File: src/rtl/ram_bist_ctrl.sv
// March-less fill/readback BIST master for a single-port RAM.
// Optional random readback phase: define RAND_PHASE_EN.
module ram_bist_ctrl #(
    parameter int AW = 10,
    parameter int DW = 8
`ifdef RAND_PHASE_EN
    ,
    parameter int N_RAND = 20,
    parameter int LFSR_SEED = 35,
    parameter logic [AW-1:0] LFSR_TAPS = 10'h240
`endif
) (
    input  logic          clk,
    input  logic          rst_n,
    input  logic          start,
    input  logic [DW-1:0] ram_dout,
    output logic [DW-1:0] ram_din,
    output logic [AW-1:0] ram_addr,
    output logic          ram_write,
    output logic          ram_select,
    output logic          busy,
    output logic          done,
    output logic          fail,
    output logic [15:0]   err_count,
    output logic [AW-1:0] fail_addr
);

    localparam int DEPTH = 2**AW;

    typedef enum logic [2:0] {
        S_IDLE,
        S_WR,
        S_RD,
        S_RND,
        S_DONE
    } state_t;

    state_t        r_state;
    state_t        w_next;
    logic [AW:0]   r_addr;
    logic [DW-1:0] r_pat_unused_guard;
    logic [DW-1:0] w_pat;
    logic [DW-1:0] w_exp;
    logic          w_last;
    logic          w_end;
    logic          w_cmp;
    logic          w_mis;
    logic          w_go;
    logic          r_fail;
    logic [15:0]   r_err;
    logic [AW-1:0] r_faddr;

`ifdef RAND_PHASE_EN
    localparam logic [AW-1:0] SEED_T = AW'(LFSR_SEED);
    localparam logic [AW-1:0] SEED_V = (SEED_T == '0) ? AW'(1) : SEED_T;

    logic [AW-1:0] r_lfsr;
    logic [AW-1:0] w_lfsr_nx;
    logic          w_rnd_last;

    assign w_lfsr_nx  = {r_lfsr[AW-2:0], ^(r_lfsr & LFSR_TAPS)};
    assign w_rnd_last = (r_addr == (AW+1)'(N_RAND-1));
`endif

    assign w_go   = start && (r_state == S_IDLE || r_state == S_DONE);
    assign w_last = (r_addr == (AW+1)'(DEPTH-1));
    assign w_pat  = DW'(r_addr + (AW+1)'(1));
    assign w_mis  = w_cmp && (ram_dout != w_exp);

    assign busy      = (r_state == S_WR) || (r_state == S_RD) ||
                       (r_state == S_RND);
    assign done      = (r_state == S_DONE);
    assign fail      = r_fail;
    assign err_count = r_err;
    assign fail_addr = r_faddr;

    // State register; reset abandons any running test.
    always_ff @(posedge clk or negedge rst_n) begin
        if (!rst_n) r_state <= S_IDLE;
        else        r_state <= w_next;
    end

    // Next state and RAM-side outputs, decoded from the current phase.
    always_comb begin
        w_next     = r_state;
        ram_din    = '0;
        ram_addr   = '0;
        ram_write  = 1'b0;
        ram_select = 1'b0;
        w_cmp      = 1'b0;
        w_exp      = w_pat;
        w_end      = 1'b0;
        r_pat_unused_guard = '0;
        unique case (r_state)
            S_IDLE, S_DONE: begin
                if (start) w_next = S_WR;
            end
            S_WR: begin
                ram_select = 1'b1;
                ram_write  = 1'b1;
                ram_addr   = r_addr[AW-1:0];
                ram_din    = w_pat;
                w_end      = w_last;
                if (w_last) w_next = S_RD;
            end
            S_RD: begin
                ram_select = 1'b1;
                ram_addr   = r_addr[AW-1:0];
                w_cmp      = 1'b1;
                w_end      = w_last;
`ifdef RAND_PHASE_EN
                if (w_last) w_next = S_RND;
`else
                if (w_last) w_next = S_DONE;
`endif
            end
`ifdef RAND_PHASE_EN
            S_RND: begin
                ram_select = 1'b1;
                ram_addr   = r_lfsr;
                w_cmp      = 1'b1;
                w_exp      = DW'(r_lfsr + AW'(1));
                w_end      = w_rnd_last;
                if (w_rnd_last) w_next = S_DONE;
            end
`endif
            default: w_next = S_IDLE;
        endcase
    end

    // Address sequencing and registered compare results.
    always_ff @(posedge clk or negedge rst_n) begin
        if (!rst_n) begin
            r_addr  <= '0;
            r_fail  <= 1'b0;
            r_err   <= '0;
            r_faddr <= '0;
        end else if (w_go) begin
            r_addr  <= '0;
            r_fail  <= 1'b0;
            r_err   <= '0;
            r_faddr <= '0;
        end else begin
            if (busy) r_addr <= w_end ? '0 : r_addr + (AW+1)'(1);
            if (w_mis) begin
                r_fail <= 1'b1;
                if (!r_fail) r_faddr <= ram_addr;
                if (r_err != 16'hFFFF) r_err <= r_err + 16'd1;
            end
        end
    end

`ifdef RAND_PHASE_EN
    // LFSR is seeded at test start and steps into and through RND.
    always_ff @(posedge clk or negedge rst_n) begin
        if (!rst_n) r_lfsr <= SEED_V;
        else if (w_go) r_lfsr <= SEED_V;
        else if ((r_state == S_RD && w_last) || r_state == S_RND)
            r_lfsr <= w_lfsr_nx;
    end
`endif

endmodule

File: config.mk
export PLATFORM = sky130hd
export DESIGN_NAME = ram_bist_ctrl
export DESIGN_NICKNAME = d
export VERILOG_FILES = /design/src/rtl/ram_bist_ctrl.sv
export SDC_FILE = /design/constraint.sdc
export NUM_CORES = 1
export LEC_CHECK = 0
export BUFFER_PORTS_ARGS = -buffer_cell sky130_fd_sc_hd__buf_2
export CAP_MARGIN = 20
export CORE_ASPECT_RATIO = 1.75
export CORE_MARGIN = 2
export CORE_UTILIZATION = 40
export DETAILED_ROUTE_END_ITERATION = 16
export GPL_ROUTABILITY_DRIVEN = 0
export SLEW_MARGIN = 20
export SYNTH_ARGS = -nofsm -noshare
export SYNTH_HDL_FRONTEND = slang
export SYNTH_SLANG_ARGS = --single-unit
export TNS_END_PERCENT = 20
File: constraint.sdc
create_clock -name clk -period 3.18 [get_ports clk]
set_input_delay 0.477 -clock clk [delete_from_list [all_inputs] [get_ports clk]]
set_output_delay 0.477 -clock clk [all_outputs]
set_load 0.01 [all_outputs]
==> impl_metrics.sql, run 1 <==
INSERT INTO impl_metrics (metric_group, metric, value, unit) VALUES
('outcome', 'outcome', 'finished clean', ''),
('die', 'fp-row-count', '38', ''),
('cts', 'clkTransAtPathRegs', '0.08', 'ns'),
('die', 'design.portCount', '60', ''),
('finish', 'fillCellCount', '614', ''),
('yosys', 'yosys_register_bits', '41', ''),
('finish', 'drive_above_1_share', '21.93', '%'),
('cts', 'clk_root_buffer_cell', 'sky130_fd_sc_hd__clkbuf_8', ''),
('yosys', 'yosys-top-cells-area', 'sky130_fd_sc_hd__dfrtp_1 41%, sky130_fd_sc_hd__mux2i_1 5.2%, sky130_fd_sc_hd__nand2_1 4.8%, sky130_fd_sc_hd__nor2_1 3.7%, sky130_fd_sc_hd__nand3_1 3.4%', ''),
('critical_path', 'startpoint_type', 'flop', ''),
('timing', 'unrepaired_setup_endpoints_after_global_routing', 'false', ''),
('timing', 'final_hold_viol_count', '0', ''),
('die', 'start_util', '40.88', '%'),
('yosys', 'synth_edf_count', '0', ''),
('global_routing', 'first_global_vias', '2044', ''),
('timing', 'setup-tns-final', '0', 'ns'),
('critical_path', 'worst_r2r_endpoint', 'err_count[2]', ''),
('run', 'max_cap_viol_count', '0', ''),
('finish', 'layout.cell_area.non_filler', '2922', 'um2'),
('yosys', 'netlist_area', '2507', 'um2'),
('cts', 'post_cts_hold_buffer_count', '0', ''),
('timing', 'timing.final.crit_share', '91.07', '%'),
('hold_path', 'hp_class', 'input pin to async pin', ''),
('yosys', 'async_sr_flop_fraction', '100.0', '%'),
('timing', 'slew_viol_final', '0', ''),
('routing', 'via_per_inst', '5.483', ''),
('cts', 'clkSinkCount', '41', ''),
('critical_path', 'crit_required', '3.36', 'ns'),
('routing', 'routed.top_layer', 'met4', ''),
('critical_path', 'critPathMaxStageDelay', '0.43', 'ns'),
('global_routing', 'grt_overflow', '0', ''),
('finish', 'area_delta_synth_final', '16.52', '%'),
('critical_path', 'crit_type', 'flop to flop', ''),
('critical_path', 'largest_fanout_on_the_critical_path', '33', ''),
('finish', 'post-route-util', '47.63', '%'),
('critical_path', 'worstRegToRegCells', '9', ''),
('global_routing', 'grt_antenna_before_repair', '0', ''),
('global_routing', 'grt_pass1_wl', '10.17', 'mm'),
('timing', 'fin_hold_ws', '0.3169', 'ns'),
('power_and_ir_drop', 'power-per-cell-area', '499.4', 'nW/um2'),
('yosys', 'synth_area_leader_cell', 'sky130_fd_sc_hd__dfrtp_1', ''),
('cts', 'htree_levels', '2', ''),
('yosys', 'ys.flop_type', 'sky130_fd_sc_hd__dfrtp_1', ''),
('timing', 'setup_violations', '0', ''),
('timing', 'fmaxAchievable', '345.3', 'MHz'),
('cts', 'worstSkewPairLatency', '0.29', 'ns'),
('routing', 'final_wirelength', '6.287', 'mm'),
('placed_design', 'dpl.hpwl', '4.683', 'mm'),
('cts', 'cts_tree', 'built', ''),
('routing', 'first_iter_violations', '162', ''),
('cts', 'max-clock-path-buffers', '2', ''),
('finish', 'design.final.nets', '355', ''),
('yosys', 'syn_avg_cell_area', '8.617', 'um2'),
('placed_design', 'port-buffer-count', '59', ''),
('finish', 'mostFrequentLayoutCell', 'sky130_fd_sc_hd__buf_2', ''),
('placed_design', 'dpl.cell_count', '415', ''),
('global_routing', 'grt_start_max_net_pins', '42', ''),
('routing', 'met1_length', '2.528', 'mm'),
('critical_path', 'critical_path.reg2reg.startpoint', 'r_addr[1]', ''),
('critical_path', 'timing.critical_path.cells', 'ha_1 > and3_1 > and3_1 > xnor3_1 > o41a_1 > o22ai_2 > buf_4 > nor3b_1 > a311o_1', ''),
('yosys', 'synthesis.nets', '304', ''),
('critical_path', 'critical_path.startpoint', 'r_addr[1]', ''),
('die', 'die_area', '6943', 'um2'),
('yosys', 'netlist-cell-type-count', '48', ''),
('global_routing', 'gr-usage-all-layers', '18.74', '%'),
('placed_design', 'place_area', '2835', 'um2'),
('finish', 'insertedDiodeCount', '0', ''),
('routing', 'detail-route-antenna-nets', '0', ''),
('routing', 'met2WireLength', '3.406', 'mm'),
('routing', 'drt-wirelength-per-cell', '14.90', 'um'),
('finish', 'final_cells', '422', '');
==> worst max-delay path: cells and delay by family, from the launching register on <==
| family | cells | cell delay [ns] |
|---|---|---|
| xor+xnor | 1 | 0.24 |
| flops | 1 | 0.43 |
| compound gates | 3 | 0.84 |
| simple gates | 3 | 0.65 |
| buf+inv | 1 | 0.31 |
| fa+ha+maj | 1 | 0.31 |
==> layer usage <==
metal / vias up / track usage (%)
li1: 1119 / -
met1: 1126 / 22.00
met2: 61 / 33.93
met3: 8 / 3.302
met4: 0 / 6.366
met5: - / 0
==> stage by stage <==
| stage | worst slack (ns) | power (mW) |
|---|---|---|
| 6_report | 0.2839 | 1.459 |
| 5_1_grt | 0.07029 | 1.559 |
| 4_1_cts | 0.2907 | 1.476 |
| 3_5_place_dp | 0.3034 | 1.121 |
| 3_3_place_gp | 0.3844 | 1.116 |
| 2_1_floorplan | 0.5288 | 0.9544 |
==> logic make-up (layout without fill, tap and decap cells) <==
family / count (synthesis) / count (layout) / share of synthesized area (%)
buffers and inverters: 34 / 85 / 6.137
AO/OA/AOI/OAI: 60 / 60 / 15.97
flip-flops: 41 / 41 / 40.92
multiplexers: 14 / 14 / 5.638
AND/OR/NAND/NOR: 129 / 129 / 25.95
adder cells (fa/ha/maj): 2 / 2 / 0.9978
XOR/XNOR: 11 / 11 / 4.391
==> synth_stat cells (2+ instances only) <==
master	n
sky130_fd_sc_hd__a21oi_1	12
sky130_fd_sc_hd__a311o_1	4
sky130_fd_sc_hd__a31oi_1	3
sky130_fd_sc_hd__and2_1	13
sky130_fd_sc_hd__and3_1	7
sky130_fd_sc_hd__buf_2	3
sky130_fd_sc_hd__buf_4	4
sky130_fd_sc_hd__clkbuf_1	11
sky130_fd_sc_hd__dfrtp_1	41
sky130_fd_sc_hd__ha_1	2
sky130_fd_sc_hd__inv_1	15
sky130_fd_sc_hd__mux2i_1	13
sky130_fd_sc_hd__nand2_1	32
sky130_fd_sc_hd__nand2b_1	8
sky130_fd_sc_hd__nand3_1	17
sky130_fd_sc_hd__nand3b_1	2
sky130_fd_sc_hd__nand4_1	2
sky130_fd_sc_hd__nor2_1	25
sky130_fd_sc_hd__nor3_1	7
sky130_fd_sc_hd__nor3b_1	2
sky130_fd_sc_hd__o211ai_1	4
sky130_fd_sc_hd__o21ai_0	16
sky130_fd_sc_hd__o21ai_1	3
sky130_fd_sc_hd__o31ai_1	4
sky130_fd_sc_hd__o41ai_1	3
sky130_fd_sc_hd__or3_1	6
sky130_fd_sc_hd__or4_1	3
sky130_fd_sc_hd__xnor2_1	8
sky130_fd_sc_hd__xor2_1	2
==> worst max path at each step <==
stage	endpoint	slack (ns)	cells past startpoint
floorplan	err_count[6]	0.53	11
global placement	err_count[2]	0.38	9
detailed placement	err_count[6]	0.30	9
CTS	err_count[6]	0.29	9
global route	err_count[2]	0.07	9
finish	err_count[2]	0.28	9
==> report_power, final <==
part | internal, mW | switching (mW) | total [mW]
registers | 0.563 | 0.0677 | 0.630
logic | 0.211 | 0.264 | 0.475
clock network | 0.173 | 0.181 | 0.354
total | 0.947 | 0.513 | 1.46
==> state kept, by name, indices dropped and copies added, names as in the netlist <==
signal,cells
err_count,16
r_addr,11
fail_addr,10
r_state,3
fail,1
==> area by class of cell <==
type | instances | area, um2 | share of cell area, %
well taps | 80 | 100.1 | 3.426
inverters | 15 | 56.30 | 1.927
flip-flops and latches | 41 | 1026 | 35.12
repair buffers | 63 | 325.3 | 11.13
multi-input cells | 216 | 1328 | 45.44
clock buffers | 7 | 86.33 | 2.955
(Power assumes the default switching activity.)
==> inputs of run 2 (changes only) <==
--- a/config.mk
+++ b/config.mk
@@ -7,11 +7,14 @@
 export LEC_CHECK = 0
 export BUFFER_PORTS_ARGS = -buffer_cell sky130_fd_sc_hd__buf_2
 export CAP_MARGIN = 20
+export CELL_PAD_IN_SITES_DETAIL_PLACEMENT = 0
+export CELL_PAD_IN_SITES_GLOBAL_PLACEMENT = 1
 export CORE_ASPECT_RATIO = 1.75
 export CORE_MARGIN = 2
 export CORE_UTILIZATION = 40
 export DETAILED_ROUTE_END_ITERATION = 16
 export GPL_ROUTABILITY_DRIVEN = 0
+export PLACE_DENSITY_LB_ADDON = 0.1
 export SLEW_MARGIN = 20
 export SYNTH_ARGS = -nofsm -noshare
 export SYNTH_HDL_FRONTEND = slang
==> run 2 against run 1 <==
- clock power increased by 1%
- routed wire length is 7.0% higher
- power grew 0.77%
- first-iteration DRC count down 9.3%
- flip-flop and latch count is the same
- largest cell class unchanged
- setup slack got worse by 0.029 ns
- largest power group unchanged
- global-route usage up 2.0 points
- utilization up 0.12 points
==> impl_metrics.sql, run 2 (synthesis results as in run 1) <==
INSERT INTO impl_metrics (metric_group, metric, value, unit) VALUES
('finish', 'post-route-util', '47.76', '%'),
('routing', 'final_wirelength', '6.726', 'mm'),
('hold_path', 'hp_class', 'input pin to async pin', ''),
('timing', 'unrepaired_setup_endpoints_after_global_routing', 'false', ''),
('routing', 'drt-wirelength-per-cell', '15.90', 'um'),
('global_routing', 'grt_pass1_wl', '11.12', 'mm'),
('cts', 'post-cts-setup-buffers', '0', ''),
('die', 'die_area', '6943', 'um2'),
('timing', 'worst_max_slew_pin_slew', '0.9627', 'ns'),
('die', 'core_area', '6133', 'um2'),
('critical_path', 'crit_required', '3.37', 'ns'),
('die', 'fp-row-count', '38', ''),
('global_routing', 'grt_overflow', '0', ''),
('cts', 'cts_inserted_buffers', '5', ''),
('critical_path', 'largest_fanout_on_the_critical_path', '33', ''),
('timing', 'final.min_clock_period', '2.925', 'ns'),
('critical_path', 'cp_data_arrival_time', '3.11', 'ns'),
('critical_path', 'setup.reg_to_reg.worst_slack', '0.25', 'ns'),
('timing', 'fmaxAchievable', '341.8', 'MHz'),
('finish', 'commonest_cells_after_routing_fill_and_taps_aside', '59 x sky130_fd_sc_hd__buf_2, 41 x sky130_fd_sc_hd__dfrtp_1, 32 x sky130_fd_sc_hd__nand2_1', ''),
('cts', 'clk_root_buffer_cell', 'sky130_fd_sc_hd__clkbuf_8', ''),
('routing', 'via_per_inst', '5.456', ''),
('timing', 'final_hold_viol_count', '0', ''),
('critical_path', 'end_kind', 'flop', ''),
('finish', 'area_delta_synth_final', '16.82', '%'),
('power_and_ir_drop', 'fin_total_pwr', '1.470', 'mW'),
('cts', 'clkTransAtPathRegs', '0.08', 'ns'),
('routing', 'detail-route-antenna-nets', '0', ''),
('finish', 'largest_reg_flops', '16', ''),
('finish', 'final_cells', '423', ''),
('cts', 'cts.repair.resized', '0', ''),
('routing', 'first_iter_violations', '147', ''),
('power_and_ir_drop', 'total_leakage_power', '1.352', 'nW'),
('critical_path', 'startpoint_type', 'flop', ''),
('die', 'design.portCount', '60', ''),
('timing', 'setup_violations', '0', ''),
('timing', 'setup-tns-final', '0', 'ns'),
('finish', 'mostFrequentLayoutCell', 'sky130_fd_sc_hd__buf_2', ''),
('critical_path', 'timing.critical_path.cells', 'ha_1 > and3_1 > and3_1 > xnor3_1 > o41a_1 > o22ai_2 > buf_4 > nor3_1 > a311o_1', ''),
('timing', 'slew_viol_final', '0', ''),
('timing', 'finClkSkew', '0.007137', 'ns'),
('finish', 'insertedDiodeCount', '0', ''),
('routing', 'drc', '0', ''),
('timing', 'worst_slew_margin_rel', '35.82', '%'),
('critical_path', 'crit_type', 'flop to flop', ''),
('critical_path', 'critPathMaxStageDelay', '0.42', 'ns'),
('cts', 'clkSinkCount', '41', ''),
('finish', 'design.final.nets', '356', ''),
('cts', 'post_cts_hold_buffer_count', '0', ''),
('cts', 'htree_levels', '2', ''),
('placed_design', 'dpl.hpwl', '4.956', 'mm'),
('critical_path', 'critical_path.most_common_cell', 'sky130_fd_sc_hd__and3_1', ''),
('cts', 'max-clock-path-buffers', '2', ''),
('critical_path', 'worst_path_slowest_cell', 'sky130_fd_sc_hd__dfrtp_1', ''),
('placed_design', 'dpl.cell_count', '416', ''),
('die', 'floorplan.die.width', '63.85', 'um'),
('finish', 'drive_above_1_share', '22.16', '%'),
('routing', 'first_pass_iters', '4', ''),
('cts', 'worstSkewPairLatency', '0.31', 'ns'),
('global_routing', 'grt_antenna_before_repair', '0', ''),
('cts', 'cts_tree', 'built', ''),
('global_routing', 'gr-usage-all-layers', '20.72', '%'),
('die', 'start_util', '40.88', '%'),
('die', 'die_y', '108.7', 'um'),
('timing', 'timing.final.crit_share', '92.00', '%'),
('outcome', 'outcome', 'finished clean', ''),
('placed_design', 'port-buffer-count', '59', ''),
('run', 'max_cap_viol_count', '0', ''),
('routing', 'total_vias_in_the_final_route', '2308', ''),
('global_routing', 'grt_start_max_net_pins', '42', ''),
('power_and_ir_drop', 'worst_ir_drop_on_vdd', '438.1', 'uV'),
('power_and_ir_drop', 'power-per-cell-area', '502.0', 'nW/um2'),
('global_routing', 'first_global_vias', '2155', '');
## run 2: layout make-up
type	count	area [um2]
tap	80	100.1
inverter	15	56.30
timing repair buffer	64	332.8
clock buffer	7	86.33
fill	638	3204
multi-input combinational	216	1328
sequential	41	1026
## run 2: worst max-delay path: cells and delay by family (launching register included)
kind	cells	cell delay, ns
simple gates	3	0.68
xor+xnor	1	0.24
fa+ha+maj	1	0.31
buf+inv	1	0.32
compound gates	3	0.83
flops	1	0.42
## run 2: metal layers
metal	vias up	GRT usage, %	wire length [um]
met2	53	36.61	3672
met1	1127	24.62	2762
met5	-	0	0
met3	7	3.509	198
li1	1121	-	-
met4	0	8.385	93
## run 2: worst paths after layout
| check | startpoint | to | cells past startpoint |
|---|---|---|---|
| max in group asynchronous | rst_n | err_count[9] | 1 |
| setup reg to reg | r_addr[1] | err_count[6] | 9 |
| hold / removal | rst_n | err_count[3] | 1 |
| hold reg to reg | r_addr[10] | r_addr[10] | 1 |
| min in group clk | r_addr[10] | r_addr[10] | 1 |
| setup / recovery | r_addr[1] | err_count[6] | 9 |
## run 2: through the flow
stage	setup slack, ns	hold WS, ns	instance area [um2]
after floorplan	0.5288	0.1814	2507
after global placement	0.3740	0.4753	2843
after global routing	0.003535	0.3974	2929
after detailed placement	0.2748	0.4917	2843
final	0.2545	0.3245	2929
after CTS	0.2463	0.3585	2929
## run 2: power by group
group | switching (mW) | internal, mW | leakage, nW
clock network | 0.187 | 0.172 | 0.0443
registers | 0.0684 | 0.563 | 0.560
logic | 0.269 | 0.212 | 0.747
